`src/rtl/fetch_pkg.sv`:
```
// Shared types and constants for the instruction-fetch stage.
// Optional misaligned-PC trapping is enabled by defining FETCH_MISALIGN_EN.
package fetch_pkg;

   typedef enum logic [1:0] {
      IDLE    = 2'd0,
      WAIT    = 2'd1,
      DISCARD = 2'd2
   } fetch_state_e;

   typedef struct packed {
      logic [31:0] pc;
      logic [31:0] inst;
      logic        misalign;
   } fetch_entry_t;

   localparam logic [31:0] NOP_INST = 32'h00000013;

   function automatic logic [31:0] word_align(input logic [31:0] addr);
      return addr & 32'hFFFF_FFFC;
   endfunction

endpackage

```
`src/rtl/fetch_queue.sv`:
```
// Small FIFO of fetch entries between fetch and decode.
// Registered head output, clear has priority over push/pop, async active-high reset.
module fetch_queue
   import fetch_pkg::*;
#(
   parameter int DEPTH = 2
) (
   input  logic                   clk,
   input  logic                   reset,
   input  logic                   clear_i,
   input  logic                   push_i,
   input  fetch_entry_t           push_entry_i,
   input  logic                   pop_i,
   output fetch_entry_t           head_o,
   output logic                   valid_o,
   output logic [$clog2(DEPTH):0] count_o
);

   localparam int PTR_W = $clog2(DEPTH);
   localparam int CNT_W = PTR_W + 1;

   fetch_entry_t     mem_q [DEPTH];
   logic [PTR_W-1:0] rd_ptr_q, rd_ptr_d;
   logic [PTR_W-1:0] wr_ptr_q, wr_ptr_d;
   logic [CNT_W-1:0] count_q, count_d;
   logic             do_push, do_pop;

   // A push into a full queue is only legal when the head leaves on the same edge.
   assign do_pop  = pop_i & (count_q != '0);
   assign do_push = push_i & ((count_q != CNT_W'(DEPTH)) | do_pop);

   always_comb begin
      rd_ptr_d = rd_ptr_q;
      wr_ptr_d = wr_ptr_q;
      count_d  = count_q;
      if (clear_i) begin
         rd_ptr_d = '0;
         wr_ptr_d = '0;
         count_d  = '0;
      end else begin
         if (do_pop) begin
            rd_ptr_d = rd_ptr_q + PTR_W'(1);
         end
         if (do_push) begin
            wr_ptr_d = wr_ptr_q + PTR_W'(1);
         end
         count_d = count_q + CNT_W'(do_push) - CNT_W'(do_pop);
      end
   end

   always_ff @(posedge clk or posedge reset) begin
      if (reset) begin
         rd_ptr_q <= '0;
         wr_ptr_q <= '0;
         count_q  <= '0;
      end else begin
         rd_ptr_q <= rd_ptr_d;
         wr_ptr_q <= wr_ptr_d;
         count_q  <= count_d;
      end
   end

   always_ff @(posedge clk) begin
      if (do_push && !clear_i) begin
         mem_q[wr_ptr_q] <= push_entry_i;
      end
   end

   assign head_o  = mem_q[rd_ptr_q];
   assign valid_o = (count_q != '0);
   assign count_o = count_q;

endmodule

```
`src/rtl/fetch_unit.sv`:
```
// Instruction-fetch stage: one outstanding imem request, PC-tagged queue toward decode, flush support.
// Define FETCH_MISALIGN_EN to turn misaligned PCs into tagged NOP entries instead of memory requests.
module fetch_unit
   import fetch_pkg::*;
#(
   parameter int          QUEUE_DEPTH = 2,
   parameter logic [31:0] RESET_INST  = NOP_INST
) (
   input  logic        clk,
   input  logic        reset,
   input  logic [31:0] pc_in,
   input  logic        pc_valid,
   output logic        pc_ready,
   output logic        imem_req_valid,
   output logic [31:0] imem_req_addr,
   input  logic        imem_req_ready,
   input  logic        imem_resp_valid,
   input  logic [31:0] imem_resp_data,
   input  logic        flush,
   output logic        if_valid,
   output logic [31:0] if_inst,
   output logic [31:0] if_pc,
   output logic        if_misalign,
   input  logic        if_ready
);

   localparam int CNT_W = $clog2(QUEUE_DEPTH) + 1;

   fetch_state_e     state_q, state_d;
   logic [31:0]      pending_pc_q;
   logic [CNT_W-1:0] q_count;
   logic             q_valid;
   fetch_entry_t     q_head;
   fetch_entry_t     push_entry;
   logic             space_avail;
   logic             can_issue;
   logic             pc_misaligned;
   logic             req_fire;
   logic             resp_push;
   logic             misalign_push;

`ifdef FETCH_MISALIGN_EN
   assign pc_misaligned = (pc_in[1:0] != 2'b00);
`else
   assign pc_misaligned = 1'b0;
`endif

   // Issuing only from IDLE with a free slot keeps count + outstanding within the queue depth.
   assign space_avail    = (q_count < CNT_W'(QUEUE_DEPTH));
   assign can_issue      = ~reset & pc_valid & (state_q == IDLE) & ~flush & space_avail;
   assign imem_req_valid = can_issue & ~pc_misaligned;
   assign misalign_push  = can_issue & pc_misaligned;
   assign req_fire       = imem_req_valid & imem_req_ready;
   assign pc_ready       = req_fire | misalign_push;
   assign imem_req_addr  = word_align(pc_in);
   assign resp_push      = (state_q == WAIT) & imem_resp_valid & ~flush;

   always_comb begin
      push_entry = '0;
      if (resp_push) begin
         push_entry.pc   = pending_pc_q;
         push_entry.inst = imem_resp_data;
      end else begin
         push_entry.pc       = pc_in;
         push_entry.inst     = RESET_INST;
         push_entry.misalign = 1'b1;
      end
   end

   always_comb begin
      state_d = state_q;
      case (state_q)
         IDLE: begin
            if (req_fire) begin
               state_d = WAIT;
            end
         end
         WAIT: begin
            // A response always closes the transaction; flush only decides whether it is kept.
            if (imem_resp_valid) begin
               state_d = IDLE;
            end else if (flush) begin
               state_d = DISCARD;
            end
         end
         DISCARD: begin
            if (imem_resp_valid) begin
               state_d = IDLE;
            end
         end
         default: state_d = IDLE;
      endcase
   end

   always_ff @(posedge clk or posedge reset) begin
      if (reset) begin
         state_q <= IDLE;
      end else begin
         state_q <= state_d;
      end
   end

   always_ff @(posedge clk) begin
      if (req_fire) begin
         pending_pc_q <= word_align(pc_in);
      end
   end

   fetch_queue #(
      .DEPTH(QUEUE_DEPTH)
   ) u_queue (
      .clk          (clk),
      .reset        (reset),
      .clear_i      (flush),
      .push_i       (resp_push | misalign_push),
      .push_entry_i (push_entry),
      .pop_i        (if_ready),
      .head_o       (q_head),
      .valid_o      (q_valid),
      .count_o      (q_count)
   );

   assign if_valid = q_valid;
   assign if_inst  = q_valid ? q_head.inst : RESET_INST;
   assign if_pc    = q_valid ? q_head.pc : 32'h0;

`ifdef FETCH_MISALIGN_EN
   assign if_misalign = q_valid & q_head.misalign;
`else
   logic unused_misalign;
   assign unused_misalign = q_head.misalign;
   assign if_misalign     = 1'b0;
`endif

`ifndef SYNTHESIS
   resp_without_request_a : assert property (@(posedge clk) disable iff (reset)
      !(imem_resp_valid && (state_q == IDLE)))
      else $error("imem_resp_valid seen with no request outstanding");
`endif

endmodule
```
`config.mk`:
```
export PLATFORM = sky130hd
export DESIGN_NAME = fetch_unit
export DESIGN_NICKNAME = d
export VERILOG_FILES = /design/src/rtl/fetch_pkg.sv /design/src/rtl/fetch_queue.sv /design/src/rtl/fetch_unit.sv
export SDC_FILE = /design/constraint.sdc
export NUM_CORES = 1
export LEC_CHECK = 0
export BUFFER_PORTS_ARGS = -buffer_cell sky130_fd_sc_hd__buf_4
export CAP_MARGIN = 20
export CORE_UTILIZATION = 45
export DETAILED_ROUTE_END_ITERATION = 16
export PLACE_DENSITY_LB_ADDON = 0.08
export SLEW_MARGIN = 40
export SYNTH_ARGS = -nofsm -noshare
export SYNTH_HDL_FRONTEND = slang
export SYNTH_SLANG_ARGS = --single-unit
```
`constraint.sdc`:
```
create_clock -name clk -period 4.5 [get_ports clk]
set_input_delay 0.675 -clock clk [delete_from_list [all_inputs] [get_ports clk]]
set_output_delay 0.675 -clock clk [all_outputs]
set_load 0.005 [all_outputs]
```
# --- Word-level counts from Yosys, hierarchy flattened ---
# Memories as Yosys holds them, arrays and structs flattened.
# Cells that the tools add are included.
word_totals:
  ff_bits: 36
  ram_bits: 130
  out_inout_bits: 100
  elab_cells: 52
  memories: 1
mem_list:
  columns: ["name", "words", "width", "read_ports", "rd_clocked_by_memory_dff", "wr", "line_no", "source"]
  rows:
  - ["u_queue.mem_q", 2, 65, 1, 0, 1, "fetch_queue.sv:22", "fetch_entry_t mem_q [DEPTH];"]
classes:
  add_sub_neg: 4
  magnitude_cmp: 1
  n_eq_ne: 6
  muxes: 16
  bitwise_logic: 12
  n_reduce_logical: 7
ops:
  columns: ["op", "count"]
  rows:
  - ["32-bit two-way mux", 2]
  - ["64-bit two-way mux", 1]
  - ["2-bit two-way mux", 5]
  - ["1-bit AND", 9]
  - ["1-bit two-way mux", 7]
  - ["2-bit != test, second input constant", 3]
  - ["2-bit one-hot mux with 3 select lines", 1]
  - ["2-bit nonzero test", 3]
  - ["3-bit != test, second input constant", 1]
  - ["3-bit AND reduction", 1]
  - ["1-bit adder, second input constant", 2]
  - ["2-bit by 1-bit adder with 2-bit output", 1]
  - ["2-bit by 1-bit equality test with 1-bit output, second input constant", 1]
  - ["2-bit equality test, second input constant", 1]
  - ["2-bit zero test", 1]
  - ["2-bit < comparator, second input constant", 1]
  - ["1-bit inverter", 2]
  - ["2-bit by 1-bit subtractor with 2-bit output", 1]
  - ["1-bit logical AND", 1]
  - ["1-bit zero test", 1]
  - ["1-bit bitwise OR", 1]

# --- Logic depth before layout (Yosys ltp) ---
# Gate-level depths: netlist of run 1.
logic_depth:
  word_depth: 8
  mapped_depth: 7
  mapped_depth_nobuf: 7

# --- By module ---
# From an unflattened synthesis of run 1, not the netlist that was laid out.
hier_totals:
  cells_unflattened: 445
  area_unflattened_um2: 7262.0
modules_own_cells:
  columns: ["mod", "n_inst", "cells_per_inst", "area_each_um2", "seq_area_each_um2"]
  rows:
  - ["fetch_queue", 1, 225, 4929.7, 4003.8]
  - ["fetch_unit", 1, 220, 2332.2, 950.9]

# --- Worst setup path before layout of run 1 ---
# OpenSTA, ideal clock, no wires.
synth_timing:
  kind: "input -> register"
  start: "in imem_resp_valid"
  end: "mem u_queue.mem_q[0][10] (netlist name) (enable)"
  setup_ns: 0.494
  t_arrival_ns: 4.095
  setup_slack_ns: -0.089
  path_stages: 3
  cell_sequence: "nor4bb_4 > a21boi_2 > nor2b_1"
synth_via:
  elab_chain_cells: 6
synth_lines:
  columns: ["item", "line_no", "source"]
  rows:
  - ["start: declaration", "fetch_unit.sv:17", "input logic imem_resp_valid,"]
  - ["1-bit AND (2 in a row)", "fetch_unit.sv:56", "assign resp_push = (state_q == WAIT) & imem_resp_valid & ~flush;"]
  - ["1-bit AND", "fetch_queue.sv:30", "assign do_push = push_i & ((count_q != CNT_W'(DEPTH)) | do_pop);"]
  - ["1-bit logical AND", "fetch_queue.sv:64", "if (do_push && !clear_i) begin"]
  - ["1-bit two-way mux", "fetch_queue.sv:64", null]
  - ["1-bit two-way mux (implied by the code)", "fetch_queue.sv:65", "mem_q[wr_ptr_q] <= push_entry_i;"]
  - ["end: declaration", "fetch_queue.sv:22", null]
# No other way between the ends.

# --- Worst setup path after layout of run 1 ---
layout_timing:
  start: "in reset"
  end: "out pc_ready"
layout_via:
  elab_chain_cells: 6
layout_lines:
  columns: ["item", "line_no", "source"]
  rows:
  - ["start: declaration", "fetch_unit.sv:10", "input logic reset,"]
  - ["1-bit inverter", "fetch_unit.sv:50", "assign can_issue = ~reset & pc_valid & (state_q == IDLE) & ~flush & space_avail;"]
  - ["1-bit AND (4 in a row)", "fetch_unit.sv:50", null]
  - ["1-bit AND", "fetch_unit.sv:53", "assign req_fire = imem_req_valid & imem_req_ready;"]
  - ["end: declaration", "fetch_unit.sv:13", "output logic pc_ready,"]
# No other way between the ends.

==> out/qor.csv, run 1 <==
metric,value,unit
status,"complete, no violations",
critPathMaxStageDelay,0.39,ns
leakage,3.32,nW
power_frac_comb,27.1,%
cts_tree,built,
crit_path_end_kind,output port,
worst_pin_slew,0.776,ns
ios,171,
grt_overflow,0,
min_period_over_period,59.0,%
path_clk_slew,0.06,ns
seqPwrFrac,40.7,%
ant_nets,0,
cts_buffers,17,
die_h,126,um
vdd_drop_max,244,uV
cts_setup_buffers,0,
cpMostUsedCell,buf_4,
startpoint_type,primary input,
dp_slack,1.81,ns
grt_first_pass_wirelength,20300,um
fmax,376,MHz
ys_seq_area_share,70.7,%
syn_area,0.00693,mm2
setup_viol,0,
setup_tns,0,ns
final_nets,658,
avgSynthCellArea,15.7,um2
num_antenna_cells,0,
fp.coreArea,0.0148,mm2
drive_gt1_share,34.8,%
finalMaxSlewViolations,0,
synth_seq_cells,164,
drc,0,
hold_path.class,primary input to asynchronous set/reset pin,
grtUsageTotal,17.2,%
p_clk_share,32.2,%
dp.cells,750,
p_sw_share,26.3,%
synth-xor-area-share,0.379,%
fin_ws,1.84,ns
power_density,493,mW/mm2
area_delta_synth_final,26.4,%
synth.distinct_cells,26,
firstDrtPassIters,4,
h-tree-depth,4,
period_needed,2.66,ns
yosys.area_share.adder,0.361,%
viasPerCell,4.92,
drv_cap,0,
post_drt_wl_per_cell,16.9,um
cts.sinks,164,
cts_root_buf,clkbuf_16,
power_switching,1.14,mW
antenna_found_initial,0,
dieWidth,126,um
routed_wl,13200,um
place_congestion,0.696,
dieArea,0.0159,mm2
synthSimpleGateAreaFrac,7.96,%
dp_hpwl,8340,um
syn_inst,441,
p_int,3.18,mW
drtIter0Drc,210,
clkLatencyLatePin,0.41,ns
cts_resized,0,
holdBufCountCts,0,
cp_max_fo,31,
crit_chain,buf_4 -> inv_1 -> and4_1 -> and2_1 -> buf_4 -> buf_4,
crit_type,primary input to output port,
grt_pass1_vias,3943,
total_power,4.31,mW
fillers,1195,
seq_area,0.00490,mm2
ys_warn_count,0,
fin_skew,0.00431,ns
grt_start_max_net_pins,65,
synth_top_family_by_area,multiplexers,
instances_no_fill,782,
clockBufferDepth,2,
hold_violations,0,
portBuffers,167,
vias,3850,
required,3.83,ns
multi_input_area,0.00166,mm2
whs,0.180,ns
crit_family,buffers and inverters,
worst_ep_arrival_time,1.98,ns
cp_slowest_cell,buf_4,
synth.mux.area_fraction,14.4,%
maxSlewHeadroom,48.3,%
path_buf_inv,4,
initial_core_util,47.0,%
core.rowCount,44,
rsz0062_at_grt,false,
synth_compound_area_share,0.361,%
## synthesized netlist by cell type (all sizes together)
library cell    n  area (um2)
a21boi          1        11.3
and2           31         194
and4            1        8.76
buf            45         350
clkbuf          8        32.5
conb            1        3.75
dfrtp           6         150
edfxtp        158        4740
ha              2        25.0
inv             5        18.8
mux2           31         349
mux2i          65         651
nand2           5        18.8
nand2b          4        25.0
nor2           68         255
nor2b           4        25.0
nor4bb          1        25.0
o21ai           1        5.00
o2bb2ai         1        8.76
xnor2           1        8.76
xor2            2        17.5
## cells in the final DEF (no fill, tap or decap), types with 2 or more instances in the layout
| cell | count |
|---|---|
| buf_12 | 3 |
| inv_1 | 5 |
| nor2b_1 | 3 |
| clkinv_1 | 2 |
| buf_4 | 170 |
| mux2_2 | 5 |
| xor2_1 | 2 |
| and2_1 | 30 |
| conb_1 | 3 |
| mux2_1 | 26 |
| edfxtp_1 | 158 |
| bufinv_16 | 3 |
| ha_1 | 2 |
| clkbuf_16 | 17 |
| dfrtp_1 | 5 |
| nand2b_1 | 4 |
| nand2_1 | 5 |
| clkbuf_1 | 9 |
| nor2_1 | 67 |
| mux2i_1 | 65 |
## final timing paths
check,depth (start not counted),slack [ns],start,to
setup / recovery,6,1.84,reset,pc_ready
hold / removal,2,0.18,reset,state_q[0]$_DFFE_PP0P_
setup reg to reg,4,2.33,state_q[1]$_DFFE_PP0P_,u_queue.mem_q[1][28]$_DFFE_PP_
hold reg to reg,1,0.55,pending_pc_q[23]$_DFFE_PP_,u_queue.mem_q[0][56]$_DFFE_PP_
max in group asynchronous,2,4.10,reset,u_queue.rd_ptr_q$_DFFE_PP0P_
min in group clk,2,0.43,imem_resp_valid,state_q[1]$_DFFE_PP0P_
## sequential cells by signal, indices dropped and copies added (netlist names)
register	flops
u_queue.wr_ptr_q	1
pending_pc_q	30
state_q	2
u_queue.mem_q	128
u_queue.count_o	2
u_queue.rd_ptr_q	1
## worst reg2reg max path, cell delays in order (launching register included)
cell	delay (ns)
dfrtp_1	0.42
nor4bb_4	0.32
a21boi_2	0.31
and2_4	0.48
buf_12	0.31
## logic make-up (layout without fill, tap and decap cells)
group	after synthesis	after routing
xor gates and xnor gates	3	3
AOI/OAI and AO/OA	3	3
DFF	164	164
adders and majority gates	2	2
muxes	96	96
other	1	3
buffers and inverters	58	213
and+or+nand+nor	114	114
## final cells by class
cell class / instances / area share (%)
clock buffer: 26 / 5.24
sequential: 164 / 55.9
multi-input combinational: 221 / 18.9
timing repair buffer: 176 / 15.9
inverter: 5 / 0.214
tap: 184 / 2.63
clock inverter: 6 / 1.17
## power groups by stage
stage,clock network [mW],logic [mW],registers [mW]
3_3_place_gp,0,0.995,1.88
6_report,1.39,1.17,1.76
2_1_floorplan,0,0.613,1.74
4_1_cts,1.41,1.20,1.76
3_5_place_dp,0,1.19,1.79
5_1_grt,1.49,1.27,1.76
## through the flow
stage	util [%]	area, um2
finish	59.3	8760
global route	59.3	8760
CTS	59.3	8760
detailed placement	55.5	8190
global placement	54.8	8090
floorplan	-	6940
## routing by layer
metal / up-vias / GRT usage (%) / part of all wire, %
li1: 1842 / - / -
met1: 1875 / 21.2 / 44
met2: 122 / 29.4 / 50
met3: 11 / 3.95 / 4.7
met4: 0 / 6.38 / 1.3
met5: - / 0 / 0
Power figures use the tool's default switching activity.
==> inputs of run 2 (changes only) <==
Clock period 4.5 ns to 2.1 ns, I/O delays scaled along.
==> out/qor.csv, run 2 (synthesis results as in run 1) <==
metric,value,unit,change
status,"complete, no violations",,
grt_overflow,0,,unchanged
die_h,126,um,unchanged
hold_violations,0,,unchanged
portBuffers,167,,unchanged
grt_start_max_net_pins,63,,-3.1%
instances_no_fill,801,,+2.4%
startpoint_type,register,,
vias,3953,,+2.7%
drtIter0Drc,185,,-12%
layout_common_cells,"buf_4, edfxtp_1, nor2_1",,
worst_ep_arrival_time,1.70,ns,-0.28 ns
required,1.78,ns,-2.05 ns
initial_core_util,47.0,%,unchanged
cts.sinks,164,,unchanged
dieArea,0.0159,mm2,unchanged
dp.cells,755,,+0.67%
clockBufferDepth,2,,unchanged
leakage,3.48,nW,+4.6%
dp_hpwl,8410,um,+0.90%
drv_cap,0,,unchanged
h-tree-depth,4,,unchanged
rsz0062_at_grt,false,,
fin_skew,0.0149,ns,+0.0106 ns
place_congestion,0.707,,+1.6%
period_needed,2.01,ns,
cpMostUsedCell,buf_4,,
fillers,1152,,-3.6%
viasPerCell,4.94,,+0.24%
antenna_found_initial,0,,unchanged
cp_slowest_cell,dfrtp_4,,
clkLatencyLatePin,0.42,ns,about the same
hold_path.class,primary input to register,,
path_clk_slew,0.06,ns,about the same
regMostFlops,u_queue.mem_q,,
top_regs,"u_queue.mem_q: 128 flops, pending_pc_q: 30 flops",,
hp-start,imem_resp_valid,,
final_common_cell,buf_4,,
area_delta_synth_final,30.4,%,
crit_path_end_kind,output port,,
grtUsageTotal,18.0,%,+0.79 points
cts_buffers,17,,unchanged
finalMaxSlewViolations,0,,unchanged
firstDrtPassIters,4,,unchanged
dieWidth,126,um,unchanged
setup_viol,0,,unchanged
r2r_start,state_q[1]$_DFFE_PP0P_,,
cts_tree,built,,
cts_root_buf,clkbuf_16,,
dp_slack,0.0621,ns,-1.74 ns
ios,171,,unchanged
grt_first_pass_wirelength,21200,um,+4.7%
core.rowCount,44,,unchanged
final_nets,677,,+2.9%
critPathMaxStageDelay,0.55,ns,+0.16 ns
crit_type,register to output port,,
drc,0,,unchanged
fmax,497,MHz,
largest_reg_flops,128,,unchanged
post_drt_wl_per_cell,17.1,um,+1.3%
crit_start,u_queue.rd_ptr_q$_DFFE_PP0P_,,
fin_ws,0.0860,ns,-1.76 ns
routed_wl,13700,um,+3.7%
total_power,9.62,mW,+120%
post-route-util,61.2,%,+1.9 points
cp_max_fo,10,,-68%
crit_chain,buf_4 -> mux2i_1 -> nor2_1 -> buf_4,,
power_density,1060,mW/mm2,+120%
grt_pass1_vias,4044,,+2.6%
vdd_drop_max,657,uV,+170%
ant_nets,0,,unchanged
num_antenna_cells,0,,unchanged
min_period_over_period,95.9,%,
fp.coreArea,0.0148,mm2,unchanged
drive_gt1_share,38.4,%,+3.6 points
[run 2: cell types whose count changed in the layout (fill, tap and decap cells not counted), sizes merged]
cell,change
buf,+17
clkbuf,-9
clkinv,+4
bufinv,+2
inv,+2
bufbuf,+1
clkinvlp,+1
dlygate4sd3,+1
[run 2: power by group]
group / internal [mW] / switching, mW / leakage, nW
combinational: 1.30 / 1.27 / 1.56
sequential: 3.64 / 0.0803 / 1.61
clock: 2.10 / 1.23 / 0.308
total: 7.03 / 2.58 / 3.48
[run 2: final timing paths]
kind | end | slack, ns | cells after the start
max in group asynchronous | u_queue.rd_ptr_q$_DFFE_PP0P_ | 1.55 | 4
setup reg to reg | u_queue.mem_q[0][11]$_DFFE_PP_ | 0.15 | 4
min in group asynchronous | u_queue.rd_ptr_q$_DFFE_PP0P_ | 0.42 | 4
hold reg to reg | u_queue.mem_q[0][63]$_DFFE_PP_ | 0.56 | 1
hold / removal | state_q[1]$_DFFE_PP0P_ | 0.07 | 2
setup / recovery | if_inst[31] | 0.09 | 4
[run 2: timing repair]
| item | CTS | global route |
|---|---|---|
| buffers inserted | 2 | 10 |
| hold buffers | 1 | 0 |
| gates resized for setup | 3 | 2 |
| endpoints found under the hold margin | 6 | 0 |
| pin swaps | 0 | 0 |
| setup endpoints to repair | 28 | 1 |
| cloned | 1 | 0 |
[run 2: metrics by stage]
step	hold WS, ns	setup TNS, ns	area (um2)
CTS	0.0465	0	8950
global placement	0.306	0	8260
floorplan	0.111	-26.39	6950
global route	0.0581	0	9030
finish	0.0703	0	9030
detailed placement	0.306	0	8260
[run 2: worst max-delay path, delay by kind of cell (launching register included)]
family	cells	cell delay [ns]
multiplexers	1	0.27
buffers and inverters	2	0.39
AND/OR/NAND/NOR	1	0.07
flip-flops	1	0.55
[run 2: per-layer routing]
layer / track usage [%] / vias up / share of wire (%)
li1: - / 1877 / -
met3: 4.25 / 14 / 5.5
met2: 30.2 / 148 / 51
met5: 0 / - / 0
met1: 22.3 / 1914 / 42
met4: 7.44 / 0 / 1.2
[run 2: cell type report]
class	instances	area [um2]	share of cell area [%]
Clock buffer	17	425	4.71
Timing Repair Buffer	195	1580	17.5
Clock inverter	15	209	2.31
Inverter	5	18.8	0.208
Multi-Input combinational cell	221	1670	18.5
Sequential cell	164	4900	54.2
Tap cell	184	230	2.55
